`config.mk`:
```
export PLATFORM = sky130hd
export DESIGN_NAME = seq_detect_scheduler
export DESIGN_NICKNAME = d
export VERILOG_FILES = /design/src/rtl/seq_detect_scheduler.sv
export SDC_FILE = /design/constraint.sdc
export NUM_CORES = 1
export LEC_CHECK = 0
export BUFFER_PORTS_ARGS = -buffer_cell sky130_fd_sc_hd__buf_4
export CORE_MARGIN = 2
export CORE_UTILIZATION = 40
export DETAILED_ROUTE_END_ITERATION = 10
export HOLD_SLACK_MARGIN = 0.05
export PLACE_DENSITY = 0.57
export SYNTH_ARGS = -nofsm -noshare
export SYNTH_HDL_FRONTEND = slang
export SYNTH_SLANG_ARGS = --single-unit
```
`constraint.sdc`:
```
create_clock -name clk -period 7.2 [get_ports clk]
set_input_delay 0.72 -clock clk [delete_from_list [all_inputs] [get_ports clk]]
set_output_delay 0.72 -clock clk [all_outputs]
set_load 0.01 [all_outputs]
```
`src/rtl/seq_detect_scheduler.sv`:
```
`default_nettype none
// ============================================================================
// Module      : seq_detect_scheduler
// Description : Round-robin scheduler that shares one pattern-match datapath
//               among NUM_CH serial bit-stream requesters. Each accepted bit
//               is shifted into its channel's private history, which is
//               compared against a runtime-programmable pattern. A match is
//               reported one cycle later on det_valid/det_ch and counted in a
//               saturating match_total.
//               Optional build macro: SEQ_DETECT_SCHED_NONOVERLAP_EN
//               (defined = history/fill of a channel clear after its match,
//               giving non-overlapping detection).
// Revision    : 1.0 - initial release
// ============================================================================
module seq_detect_scheduler #(
    parameter int                 NUM_CH      = 4,
    parameter int                 PAT_LEN     = 7,
    parameter logic [PAT_LEN-1:0] DEFAULT_PAT = 7'b1101100,
    parameter int                 CNT_W       = 16
) (
    input  logic                      clk,
    input  logic                      rst,
    input  logic                      en,
    input  logic [NUM_CH-1:0]         ch_valid,
    input  logic [NUM_CH-1:0]         ch_bit,
    output logic [NUM_CH-1:0]         ch_ready,
    input  logic                      cfg_we,
    input  logic [PAT_LEN-1:0]        cfg_pattern,
    output logic                      det_valid,
    output logic [$clog2(NUM_CH)-1:0] det_ch,
    output logic [CNT_W-1:0]          match_total
);

    localparam int                CH_W         = $clog2(NUM_CH);
    localparam int                c_FILL_W     = $clog2(PAT_LEN + 1);
    localparam logic [c_FILL_W-1:0] c_FILL_MAX = c_FILL_W'(PAT_LEN);
    localparam logic [c_FILL_W-1:0] c_FILL_MIN = c_FILL_W'(PAT_LEN - 1);
    localparam logic [CH_W-1:0]   c_RR_RESET   = CH_W'(NUM_CH - 1);

    logic [PAT_LEN-1:0]  r_pattern;
    logic [CH_W-1:0]     r_rr_ptr;
    logic                r_det_valid;
    logic [CH_W-1:0]     r_det_ch;
    logic [CNT_W-1:0]    r_match_total;

    logic [PAT_LEN-1:0]  w_hist [NUM_CH];
    logic [c_FILL_W-1:0] w_fill [NUM_CH];

    logic                w_gnt_any;
    logic [CH_W-1:0]     w_gnt_idx;
    int                  w_best_dist;
    logic                w_xfer;
    logic [PAT_LEN-1:0]  w_new_hist;
    logic                w_match;

    // Round-robin search: the valid channel closest after r_rr_ptr (with wrap) wins.
    always_comb begin
        w_gnt_any   = 1'b0;
        w_gnt_idx   = '0;
        w_best_dist = NUM_CH;
        for (int i = 0; i < NUM_CH; i++) begin
            if (ch_valid[i] &&
                (((i - int'(r_rr_ptr) - 1 + NUM_CH) % NUM_CH) < w_best_dist)) begin
                w_best_dist = (i - int'(r_rr_ptr) - 1 + NUM_CH) % NUM_CH;
                w_gnt_idx   = CH_W'(i);
                w_gnt_any   = 1'b1;
            end
        end
    end

    // One-hot accept strobe; configuration writes and reset block all grants.
    always_comb begin
        ch_ready = '0;
        if (!rst && en && !cfg_we && w_gnt_any) begin
            ch_ready[w_gnt_idx] = 1'b1;
        end
    end

    assign w_xfer     = |ch_ready;
    assign w_new_hist = {w_hist[w_gnt_idx][PAT_LEN-2:0], ch_bit[w_gnt_idx]};
    assign w_match    = w_xfer && (w_fill[w_gnt_idx] >= c_FILL_MIN) &&
                        (w_new_hist == r_pattern);

    for (genvar g = 0; g < NUM_CH; g++) begin : g_ch
        logic [PAT_LEN-1:0]  r_hist;
        logic [c_FILL_W-1:0] r_fill;

        // Per-channel history shift register and saturating fill count.
        always_ff @(posedge clk or posedge rst) begin
            if (rst) begin
                r_hist <= '0;
                r_fill <= '0;
            end else if (cfg_we) begin
                r_hist <= '0;
                r_fill <= '0;
            end else if (ch_ready[g]) begin
`ifdef SEQ_DETECT_SCHED_NONOVERLAP_EN
                if (w_match) begin
                    r_hist <= '0;
                    r_fill <= '0;
                end else begin
                    r_hist <= {r_hist[PAT_LEN-2:0], ch_bit[g]};
                    r_fill <= (r_fill == c_FILL_MAX) ? r_fill : r_fill + 1'b1;
                end
`else
                r_hist <= {r_hist[PAT_LEN-2:0], ch_bit[g]};
                r_fill <= (r_fill == c_FILL_MAX) ? r_fill : r_fill + 1'b1;
`endif
            end
        end

        assign w_hist[g] = r_hist;
        assign w_fill[g] = r_fill;
    end

    // Shared state: pattern, arbitration pointer, detection pulse and match counter.
    always_ff @(posedge clk or posedge rst) begin
        if (rst) begin
            r_pattern     <= DEFAULT_PAT;
            r_rr_ptr      <= c_RR_RESET;
            r_det_valid   <= 1'b0;
            r_det_ch      <= '0;
            r_match_total <= '0;
        end else begin
            if (cfg_we) begin
                r_pattern <= cfg_pattern;
            end
            if (w_xfer) begin
                r_rr_ptr <= w_gnt_idx;
            end
            r_det_valid <= w_match;
            if (w_match) begin
                r_det_ch <= w_gnt_idx;
                if (r_match_total != {CNT_W{1'b1}}) begin
                    r_match_total <= r_match_total + 1'b1;
                end
            end
        end
    end

    assign det_valid   = r_det_valid;
    assign det_ch      = r_det_ch;
    assign match_total = r_match_total;

endmodule
`default_nettype wire
```
# Word level (Yosys, flattened, before mapping)
# Index checks and enable logic that the tools add are counted.
[classes]
n_reduce_logical = 26
n_bitwise = 5
n_addsub = 17
n_lt_le_gt_ge = 8
n_eq_ne = 10
muxes = 41
[ops]
columns = ["operator", "count"]
rows = [
  ["less-than comparator 3 x 32 -> 1 bit", 3],
  ["2-to-1 mux 32 bit", 3],
  ["2-to-1 mux 7 bit", 8],
  ["2-to-1 mux 3 bit", 14],
  ["adder 4 x 4 -> 5 bit, second input constant", 4],
  ["adder 16 x 1 -> 16 bit, second input constant", 1],
  ["inequality test 16 bit, second input constant", 1],
  ["subtractor 3 x 2 -> 4 bit, second input constant", 4],
  ["binary-select mux 7 bit (select 2 bit)", 1],
  ["adder 3 x 1 -> 3 bit, second input constant", 4],
  ["== test 3 bit, second input constant", 4],
  ["2-to-1 mux 6 bit", 2],
  ["logical AND 1 bit", 10],
  ["AND reduction 2 bit", 5],
  ["inequality test 2 bit, second input constant", 4],
  ["nonzero test 2 bit", 4],
  ["OR reduction 2 bit", 4],
  ["== test 7 bit", 1],
  ["2-to-1 mux 1 bit", 7],
  ["binary-select mux 3 bit (select 2 bit)", 1],
  ["greater-or-equal comparator 3 bit, second input constant", 2],
  ["subtractor 1 x 2 -> 3 bit, first input constant", 2],
  ["subtractor 2 x 2 -> 3 bit, first input constant", 2],
  ["bitwise AND 1 bit", 4],
  ["other kinds (10)", 12],
]
[word_totals]
out_inout_bits = 23
reg_bits = 68
input_bits = 19
wordCells = 120

# Longest topological paths before layout
# Gate-level depths: netlist of run 1.
[logic_depth]
depth_word = 26
depth_mapped = 30
depth_no_buf = 26

# Worst setup path after synthesis of run 1
# OpenSTA, ideal clock, no wires.
[synth_path]
path_type = "register to register"
from = "register r_rr_ptr[0]"
to = "register r_det_ch[0], in the netlist det_ch[0]"
setup_slack_ns = 1.037
setup_ns = 0.125
synth_period_minus_slack_ns = 6.163
arrival_ns = 6.038
stages_incl_launch_ff = 29
cell_sequence = "dfstp_2 inv_1 ha_1 and3b_1 ha_1 nor2b_1 o221ai_2 and2b_1 inv_1 ha_1 nor3b_2 nand3b_1 o21ai_2 nand2_1 nand2_1 o21ai_0 ha_1 a21oi_2 nand2b_1 o211ai_2 a21boi_4 buf_6 a211oi_1 a2111oi_0 or4_1 and4bb_1 buf_4 and2_1 mux2_2"
[synth_between]
elab_chain_len = 25
elab_cells_between_ends = 59
[synth_rtl]
columns = ["element", "line", "rtl"]
rows = [
  ["start: declaration", "41", "logic [CH_W-1:0] r_rr_ptr;"],
  ["start signal: assignment", "120", "r_rr_ptr <= c_RR_RESET;"],
  ["start signal: assignment", "129", "r_rr_ptr <= w_gnt_idx;"],
  ["subtractor 1 x 2 -> 3 bit", "63, 64", ""],
  ["subtractor 3 x 2 -> 4 bit", "63, 64", ""],
  ["adder 4 x 4 -> 5 bit", "63, 64", ""],
  ["OR reduction 2 bit (no source line)", "--", ""],
  ["bitwise AND 1 bit (no source line)", "--", ""],
  ["less-than comparator 3 x 4 -> 1 bit", "63", "(((i - int'(r_rr_ptr) - 1 + NUM_CH) % NUM_CH) < w_best_dist)) begin"],
  ["logical AND 1 bit", "62", "if (ch_valid[i] &&"],
  ["2-to-1 mux 32 bit", "62", ""],
  ["[... 8 more ...]", "--", ""],
  ["2-to-1 mux 2 bit", "62", ""],
  ["less-than comparator 2 x 3 -> 1 bit (implied by the code) or greater-or-equal comparator 2 x 1 -> 1 bit (tied branches)", "75", "ch_ready[w_gnt_idx] = 1'b1;"],
  ["logical AND 1 bit (implied by the code)", "75", ""],
  ["2-to-1 mux 1 bit (implied by the code)", "75", ""],
  ["demux 1 bit (select 2 bit)", "75", ""],
  ["2-to-1 mux 4 bit", "74", "if (!rst && en && !cfg_we && w_gnt_any) begin"],
  ["OR reduction 4 bit", "79", "assign w_xfer = |ch_ready;"],
  ["logical AND 1 bit (2 in series)", "81", "assign w_match = w_xfer && (w_fill[w_gnt_idx] >= c_FILL_MIN) &&"],
  ["end signal: assignment", "133", "r_det_ch <= w_gnt_idx;"],
  ["end: declaration", "43", "logic [CH_W-1:0] r_det_ch;"],
]
# Several ways; a longest one is shown, not always the timed one. The select of a mux whose other input is x is not followed.
# A chain may end at the register's enable or synchronous reset.

# Worst setup path in the final report of run 1
# Same ends and word-level chain as after synthesis.

==> metrics.yaml, run 1 <==
outcome: "completed"
detail_route.wl_per_cell_um: 15.83
synth_area_leaders: "sky130_fd_sc_hd__dfrtp_1 (37%), sky130_fd_sc_hd__mux2i_1 (6.7%), sky130_fd_sc_hd__ha_1 (6.1%)"
netlist_area_mm2: 0.003911
ir_drop_v: 0.0001756
synth-compound-area-share_pct: 11.55
cp-start-kind: "flop"
power_switching_uw: 596.9
maxCapViolCount: 0
transition_time_of_the_tightest_slew_check_pin_ns: 0.8307
fin_worst_skew_ns: 0.01262
gpl.final_weighted_congestion: 0.9029
num_io_pins: 42
maxClockFrequency_mhz: 149.7
cts_tree: "yes"
synth_sequential_area_ratio_pct: 41.14
relSlewSlack_pct: 44.62
hold_viol: 0
synth_async_sr_flop_share_pct: 100.0
classification_of_the_worst_setup_path: "flop to flop"
internal_power_uw: 832.5
final_util_pct: 47.75
setup_viol: 0
synth_enable_flop_cells: 0
cp-end-kind: "flop"
cts_max_level: 3
final_critical_path_time_including_i_o_delays_and_setup_ns: 6.681
clk_pin_slew_ns: 0.07
fp.dieW_um: 102.9
flow.area_growth_from_synthesis_pct: 17.69
numCtsBuffers: 9
summed_negative_setup_slack_over_all_endpoints_ns: 0
chipHeight_um: 102.9
clock-root-buffer: "sky130_fd_sc_hd__clkbuf_8"
dieArea_mm2: 0.01059
synth.largest_area_cell: "sky130_fd_sc_hd__dfrtp_1"
number_of_standard_cells_after_synthesis: 397
worst_ep_arrival_time_ns: 6.90
min_period_over_period_pct: 92.79
synth_area_per_cell_um2: 9.852
finalMaxSlewViolations: 0
syn_nets: 435
timing.reg2reg.worst_path_depth: 26
drc: 0
power.share.switching_pct: 41.76
io_buffers: 41
layout.nets: 481
numClockSinks: 64
initial_core_util_pct: 40.58
detailroute.via_count: 3055
yosys_most_used_dff: "sky130_fd_sc_hd__dfrtp_1"
yosys.area_share.adder_pct: 6.078
sum_of_net_half_perimeters_after_detailed_placement_um: 6582
yosys.area.top_type_share_pct: 37.11
ys_warns: 0
synthDistinctLibCells: 63
internal_reg_to_reg_setup_slack_ns: 0.52
grt-ovfl-total: 0
total_routing_usage_gr_pct: 18.36
vias_per_cell: 5.258
rows: 36
cts_max_path_buffers: 2
first_global_vias: 3004
power_frac_seq_pct: 27.7
number_of_antenna_violations_at_the_first_check_in_global_routing: 0
critical_path_peak_fanout: 10
count_of_tritonroute_iterations_in_the_first_routing_pass: 4
num_antenna_cells: 0
final_layout_size_suffix_gt1_share_pct: 22.54
synth_most_common_cell: "sky130_fd_sc_hd__dfrtp_1"
synth_xor_area_share_pct: 5.150
cts.hold.buffers_added: 0
first_iter_violations: 133
power.static_leakage_nw: 2.101
power_density_mw_per_mm2: 310.5
worst_hold_path_type: "flop to flop"
clkPwrFrac_pct: 22.5
dominant_combinational_cell_family_by_area_after_synthesis: "simple AND/OR/NAND/NOR gates"
synth_common_cells: "sky130_fd_sc_hd__dfrtp_1 (58), sky130_fd_sc_hd__nor2_1 (41), sky130_fd_sc_hd__nand2_1 (33)"
routed_wirelength_um: 9200
synth_mux_area_share_pct: 10.49
worstHoldPathCells: 1
power_frac_comb_pct: 49.8
rsz0062_at_grt: "false"
first_pass_grt_wire_length_um: 14910
postSynthRegisterBits: 64
core_region_area_mm2: 0.009639
synthSimpleGateAreaFrac_pct: 21.15
clock_insertion_delay_worst_skew_ns: 0.34
grt_max_degree: 65
ant_nets: 0
critical_path_required_ns: 7.42
## layout make-up
| type | count | area (µm²) |
|---|---|---|
| fill | 957 | 5036 |
| tap | 133 | 166.4 |
| inverter | 24 | 90.09 |
| clock buffer | 12 | 155.1 |
| sequential | 64 | 1609 |
| clock inverter | 4 | 53.80 |
| multi-input combinational | 296 | 2168 |
| timing repair buffer | 48 | 360.3 |
## what timing repair did
action,CTS,global route
resized for setup,0,6
setup endpoints to repair,0,20
hold endpoints to repair,0,0
buffers inserted,0,1
## final timing paths
| check | end | start |
|---|---|---|
| setup / recovery | det_ch[0]$_DFFE_PP0P_ | r_rr_ptr[0]$_DFFE_PP1P_ |
| hold / removal | match_total[13]$_DFFE_PP0P_ | match_total[13]$_DFFE_PP0P_ |
| setup reg to reg | det_ch[0]$_DFFE_PP0P_ | r_rr_ptr[0]$_DFFE_PP1P_ |
| hold reg to reg | match_total[13]$_DFFE_PP0P_ | match_total[13]$_DFFE_PP0P_ |
| max in group asynchronous | g_ch[1].r_fill[1]$_DFFE_PP0P_ | rst |
| min in group asynchronous | g_ch[3].r_hist[5]$_DFFE_PP0P_ | rst |
## worst max-delay path: stages, from the launching register on
cell and delay (ns):
sky130_fd_sc_hd__dfstp_2 0.64, sky130_fd_sc_hd__inv_1 0.11, sky130_fd_sc_hd__ha_1 0.20, sky130_fd_sc_hd__and3b_1 0.30, sky130_fd_sc_hd__ha_1 0.28, sky130_fd_sc_hd__nor4b_2 0.17
sky130_fd_sc_hd__o21ai_2 0.28, sky130_fd_sc_hd__and2_1 0.26, sky130_fd_sc_hd__nor2_1 0.07, sky130_fd_sc_hd__ha_1 0.19, sky130_fd_sc_hd__nor3b_2 0.24, sky130_fd_sc_hd__nand3b_1 0.20
sky130_fd_sc_hd__o21ai_4 0.22, sky130_fd_sc_hd__nand2_2 0.15, sky130_fd_sc_hd__nand2_1 0.08, sky130_fd_sc_hd__o21ai_0 0.08, sky130_fd_sc_hd__ha_1 0.36, sky130_fd_sc_hd__a21oi_4 0.27
sky130_fd_sc_hd__nand2b_1 0.18, sky130_fd_sc_hd__o211ai_2 0.15, sky130_fd_sc_hd__a21boi_2 0.29, sky130_fd_sc_hd__a211oi_1 0.25, sky130_fd_sc_hd__a2111oi_0 0.09, sky130_fd_sc_hd__or4_1 0.58
sky130_fd_sc_hd__and4bb_4 0.41, sky130_fd_sc_hd__and2_1 0.17, sky130_fd_sc_hd__mux2_2 0.33
## kinds of logic (layout without fill, tap and decap cells)
family                   count (synthesis)  count (layout)
AO/OA/AOI/OAI                           65              66
XOR/XNOR                                23              23
flip-flops                              64              64
AND/OR/NAND/NOR                        149             149
adder cells (fa/ha/maj)                 19              19
other                                    1               1
buffers and inverters                   38              88
multiplexers                            38              38
## stage by stage
stage | instances | instance area [µm²] | hold WS, ns | setup slack, ns | total power [mW]
2_1_floorplan | 397 | 3911 | 0.4642 | 1.037 | 0.9239
3_3_place_gp | 563 | 4350 | 0.4810 | 0.3514 | 1.038
3_5_place_dp | 563 | 4350 | 0.4887 | 0.1868 | 1.041
4_1_cts | 579 | 4559 | 0.4987 | 0.1577 | 1.367
5_1_grt | 581 | 4603 | 0.5195 | 0.02170 | 1.534
6_report | 581 | 4603 | 0.4948 | 0.5190 | 1.429
## state kept, by name, summed over array words and instances, names as in the netlist
signal       count
g_ch.r_hist     24
match_total     16
g_ch.r_fill     12
r_pattern        7
det_ch           2
r_rr_ptr         2
det_valid        1
## placed cells by master (no fill, tap or decap), types with 3 or more instances in the layout
cell and n:
sky130_fd_sc_hd__and3b_1 4, sky130_fd_sc_hd__xnor2_1 19, sky130_fd_sc_hd__inv_1 23, sky130_fd_sc_hd__nand3_1 8, sky130_fd_sc_hd__and3_1 5, sky130_fd_sc_hd__nand4_1 13, sky130_fd_sc_hd__mux2_2 9, sky130_fd_sc_hd__o211ai_1 4
sky130_fd_sc_hd__dfrtp_1 58, sky130_fd_sc_hd__a311oi_1 3, sky130_fd_sc_hd__a211oi_1 3, sky130_fd_sc_hd__xor2_1 4, sky130_fd_sc_hd__nor2_1 41, sky130_fd_sc_hd__nor3_1 8, sky130_fd_sc_hd__buf_4 48, sky130_fd_sc_hd__ha_1 19
sky130_fd_sc_hd__nand2b_1 5, sky130_fd_sc_hd__clkbuf_8 11, sky130_fd_sc_hd__mux2i_1 26, sky130_fd_sc_hd__dfstp_2 6, sky130_fd_sc_hd__or3_1 5, sky130_fd_sc_hd__and2_1 3, sky130_fd_sc_hd__o21ai_0 18, sky130_fd_sc_hd__a22o_1 3
sky130_fd_sc_hd__a21oi_1 16, sky130_fd_sc_hd__nand2_1 32
## per-layer routing
metal  GRT usage (%)  wire, µm  share of wire (%)
met5               0         0                  0
met4           6.073       115                1.3
met3           3.864       318                3.5
met2           28.82      4359                 47
met1           25.41      4406                 48
## power groups by stage
| stage | Combinational, mW | Clock, mW | Sequential, mW |
|---|---|---|---|
| 2_1_floorplan | 0.527 | 0 | 0.397 |
| 3_3_place_gp | 0.637 | 0 | 0.401 |
| 3_5_place_dp | 0.639 | 0 | 0.402 |
| 4_1_cts | 0.642 | 0.330 | 0.395 |
| 5_1_grt | 0.788 | 0.347 | 0.398 |
| 6_report | 0.711 | 0.322 | 0.396 |
Power figures use the tool's default switching activity.
==> run 2: changes to the inputs <==
--- a/config.mk
+++ b/config.mk
@@ -5,6 +5,7 @@
 export SDC_FILE = /design/constraint.sdc
 export NUM_CORES = 1
 export LEC_CHECK = 0
+export ABC_AREA = 1
 export BUFFER_PORTS_ARGS = -buffer_cell sky130_fd_sc_hd__buf_4
 export CORE_MARGIN = 2
 export CORE_UTILIZATION = 40
==> run 2 against run 1 <==
Compared with the run above: power increased by 3.1%; maximum frequency increased by 16%; clock power decreased by 11%; clock skew decreased by 0.0020 ns; flip-flop and latch count unchanged; highest routed layer unchanged; synthesized area increased by 3.3%.
==> metrics.yaml, run 2 <==
synth_most_common_cell: "sky130_fd_sc_hd__nand2_1"
cts_tree: "yes"
min_period_over_period_pct: 80.24  # -13 points
synth_sequential_area_ratio_pct: 39.81  # -1.3 points
num_antenna_cells: 0  # unchanged
postSynthRegisterBits: 64  # unchanged
outcome: "completed"
routed_wirelength_um: 9347  # +1.6%
total_routing_usage_gr_pct: 18.54  # +0.17 points
maxCapViolCount: 0  # unchanged
vias_per_cell: 4.983  # -5.2%
netlist_area_mm2: 0.004041  # +3.3%
ctsResizeCount: 0  # unchanged
worst_ep_arrival_time_ns: 5.06  # -1.84 ns
num_io_pins: 42  # unchanged
synth_area_leaders: "sky130_fd_sc_hd__dfrtp_1 (36%), sky130_fd_sc_hd__nand2_1 (13%), sky130_fd_sc_hd__nand3_1 (7.7%)"
cts_max_level: 3  # unchanged
multiInputGateArea_mm2: 0.002048  # -5.5%
classification_of_the_worst_setup_path: "flop to primary output"
clock-root-buffer: "sky130_fd_sc_hd__clkbuf_8"
synth_common_cells: "sky130_fd_sc_hd__nand2_1 (140), sky130_fd_sc_hd__nand3_1 (62), sky130_fd_sc_hd__inv_1 (59)"
maxClockFrequency_mhz: 173.1  # +16%
core_region_area_mm2: 0.009774  # +1.4%
power.static_leakage_nw: 2.378  # +13%
number_of_antenna_violations_at_the_first_check_in_global_routing: 0  # unchanged
max_flop_register: "g_ch.r_hist"
layout.cells.most_common: "sky130_fd_sc_hd__nand2_1"
synth_area_per_cell_um2: 7.683  # -22%
path_common_cell: "sky130_fd_sc_hd__nand2_1"
detailroute.via_count: 3488  # +14%
worst_hold_path_type: "flop to flop"
ir_drop_v: 0.0001254  # -29%
initial_core_util_pct: 41.35  # +0.77 points
flow.area_growth_from_synthesis_pct: 13.65
yosys.area.top_type_share_pct: 35.91  # -1.2 points
setup_viol: 0  # unchanged
transition_time_of_the_tightest_slew_check_pin_ns: 0.8374  # +0.006694 ns
rows: 36  # unchanged
cp-start-kind: "flop"
count_of_tritonroute_iterations_in_the_first_routing_pass: 5  # +1
final_util_pct: 46.99  # -0.76 points
dieArea_mm2: 0.01092  # +3.2%
dominant_combinational_cell_family_by_area_after_synthesis: "simple AND/OR/NAND/NOR gates"
cts_max_path_buffers: 2  # unchanged
ys_warns: 0  # unchanged
final_layout_size_suffix_gt1_share_pct: 17.99  # -4.6 points
synth_enable_flop_cells: 0  # unchanged
critical_path_peak_fanout: 12  # +2
slowest_stage: "sky130_fd_sc_hd__dfstp_2"
yosys.area_share.adder_pct: 5.882  # -0.20 points
fp.dieW_um: 104.5  # +1.6%
largest_register_ffs: 24  # unchanged
filler_cell_count: 999  # +4.4%
grt-ovfl-total: 0  # unchanged
synth-compound-area-share_pct: 9.009  # -2.5 points
detail_route.wl_per_cell_um: 13.35  # -16%
synth_async_sr_flop_share_pct: 100.0  # unchanged
first_global_vias: 3453  # +15%
clock_insertion_delay_worst_skew_ns: 0.35  # about the same
first_iter_violations: 159  # +20%
post-cts-setup-buffer-count: 0  # unchanged
synthDistinctLibCells: 39  # -38%
hold_viol: 0  # unchanged
power_density_mw_per_mm2: 320.9  # +3.4%
layout.nets: 600  # +25%
sum_of_net_half_perimeters_after_detailed_placement_um: 6692  # +1.7%
final_critical_path_time_including_i_o_delays_and_setup_ns: 5.777  # -0.9037 ns
relSlewSlack_pct: 44.18  # -0.45 points
synth.largest_area_cell: "sky130_fd_sc_hd__dfrtp_1"
numClockSinks: 64  # unchanged
numCtsBuffers: 9  # unchanged
rsz0062_at_grt: "false"
summed_negative_setup_slack_over_all_endpoints_ns: 0  # unchanged
synth_xor_area_share_pct: 3.034  # -2.1 points
yosys_most_used_dff: "sky130_fd_sc_hd__dfrtp_1"
first_pass_grt_wire_length_um: 16330  # +9.5%
most-common-layout-cells: "sky130_fd_sc_hd__nand2_1 (140), sky130_fd_sc_hd__nand3_1 (62), sky130_fd_sc_hd__inv_1 (58), sky130_fd_sc_hd__dfrtp_1 (58), sky130_fd_sc_hd__buf_4 (43)"
finalMaxSlewViolations: 0  # unchanged
syn_nets: 564  # +30%
number_of_standard_cells_after_synthesis: 526  # +32%
fin_worst_skew_ns: 0.01059  # -0.002029 ns
io_buffers: 41  # unchanged
drc: 0  # unchanged
chipHeight_um: 104.5  # +1.6%
clk_pin_slew_ns: 0.07  # about the same
synth_mux_area_share_pct: 0  # -10 points
cp-end-kind: "primary output"
crit_path_max_incr_delay_ns: 0.58  # -0.06 ns
cts.hold.buffers_added: 0  # unchanged
sequential_cell_area_mm2: 0.001609  # unchanged
critical_path_required_ns: 6.48  # -0.94 ns
ant_nets: 0  # unchanged
synthSimpleGateAreaFrac_pct: 32.66  # +12 points
grt_max_degree: 66  # +1.5%
gpl.final_weighted_congestion: 0.8570  # -5.1%
-- run 2: area by class of cell --
type	instances	share of cell area (%)
multi-input combinational	372	44.59
sequential	64	35.03
timing repair buffer	43	7.028
tap	133	3.623
clock buffer	13	3.460
clock inverter	3	0.3814
inverter	72	5.884
-- run 2: stage by stage --
step | setup slack [ns] | std cells | hold slack (ns) | power, mW | area, µm²
after floorplan | 2.607 | 526 | 0.4403 | 1.102 | 4041
final | 1.423 | 700 | 0.4835 | 1.474 | 4593
after detailed placement | 1.807 | 684 | 0.4677 | 1.194 | 4417
after global placement | 1.970 | 684 | 0.4622 | 1.169 | 4417
after CTS | 1.392 | 700 | 0.4833 | 1.487 | 4593
after global routing | 0.9101 | 700 | 0.5073 | 1.606 | 4593
-- run 2: cell families after synthesis --
kind of cell,after synthesis
and+or+nand+nor,276
buffers and inverters,90
DFF,64
AOI/OAI and AO/OA,62
adders and majority gates,19
xor gates and xnor gates,14
other,1
-- run 2: critical path: cells and delay by family (launching register included) --
kind / cells / cell delay [ns]
and+or+nand+nor: 15 / 1.59
adders and majority gates: 4 / 1.00
DFF: 1 / 0.58
buffers and inverters: 5 / 0.69
AOI/OAI and AO/OA: 4 / 0.83
-- run 2: final timing paths --
path | start | end | slack [ns] | depth (start not counted)
worst max-delay path | r_rr_ptr[0]$_DFFE_PP1P_ | ch_ready[1] | 1.42 | 28
worst min register to register | g_ch[3].r_fill[0]$_DFFE_PP0P_ | g_ch[3].r_fill[0]$_DFFE_PP0P_ | 0.48 | 1
worst min-delay path | g_ch[3].r_fill[0]$_DFFE_PP0P_ | g_ch[3].r_fill[0]$_DFFE_PP0P_ | 0.48 | 1
min in group asynchronous | rst | match_total[10]$_DFFE_PP0P_ | 0.60 | 3
max in group asynchronous | rst | g_ch[3].r_fill[0]$_DFFE_PP0P_ | 6.02 | 3
worst max register to register | r_rr_ptr[0]$_DFFE_PP1P_ | match_total[8]$_DFFE_PP0P_ | 1.89 | 34
-- run 2: power breakdown --
group | total, mW | internal (mW) | switching, mW
Combinational | 0.777 | 0.228 | 0.549
Sequential | 0.409 | 0.389 | 0.0199
Clock | 0.287 | 0.143 | 0.144
-- run 2: routing by layer --
| metal | global-route usage [%] | vias to the layer above | routed length (µm) | part of all wire, % |
|---|---|---|---|---|
| met5 | 0 | - | 0 | 0 |
| met2 | 30.35 | 69 | 4292 | 46 |
| met4 | 7.529 | 0 | 208 | 2.2 |
| met1 | 24.02 | 1622 | 4495 | 48 |
| met3 | 3.571 | 16 | 350 | 3.7 |
| li1 | - | 1781 | - | - |
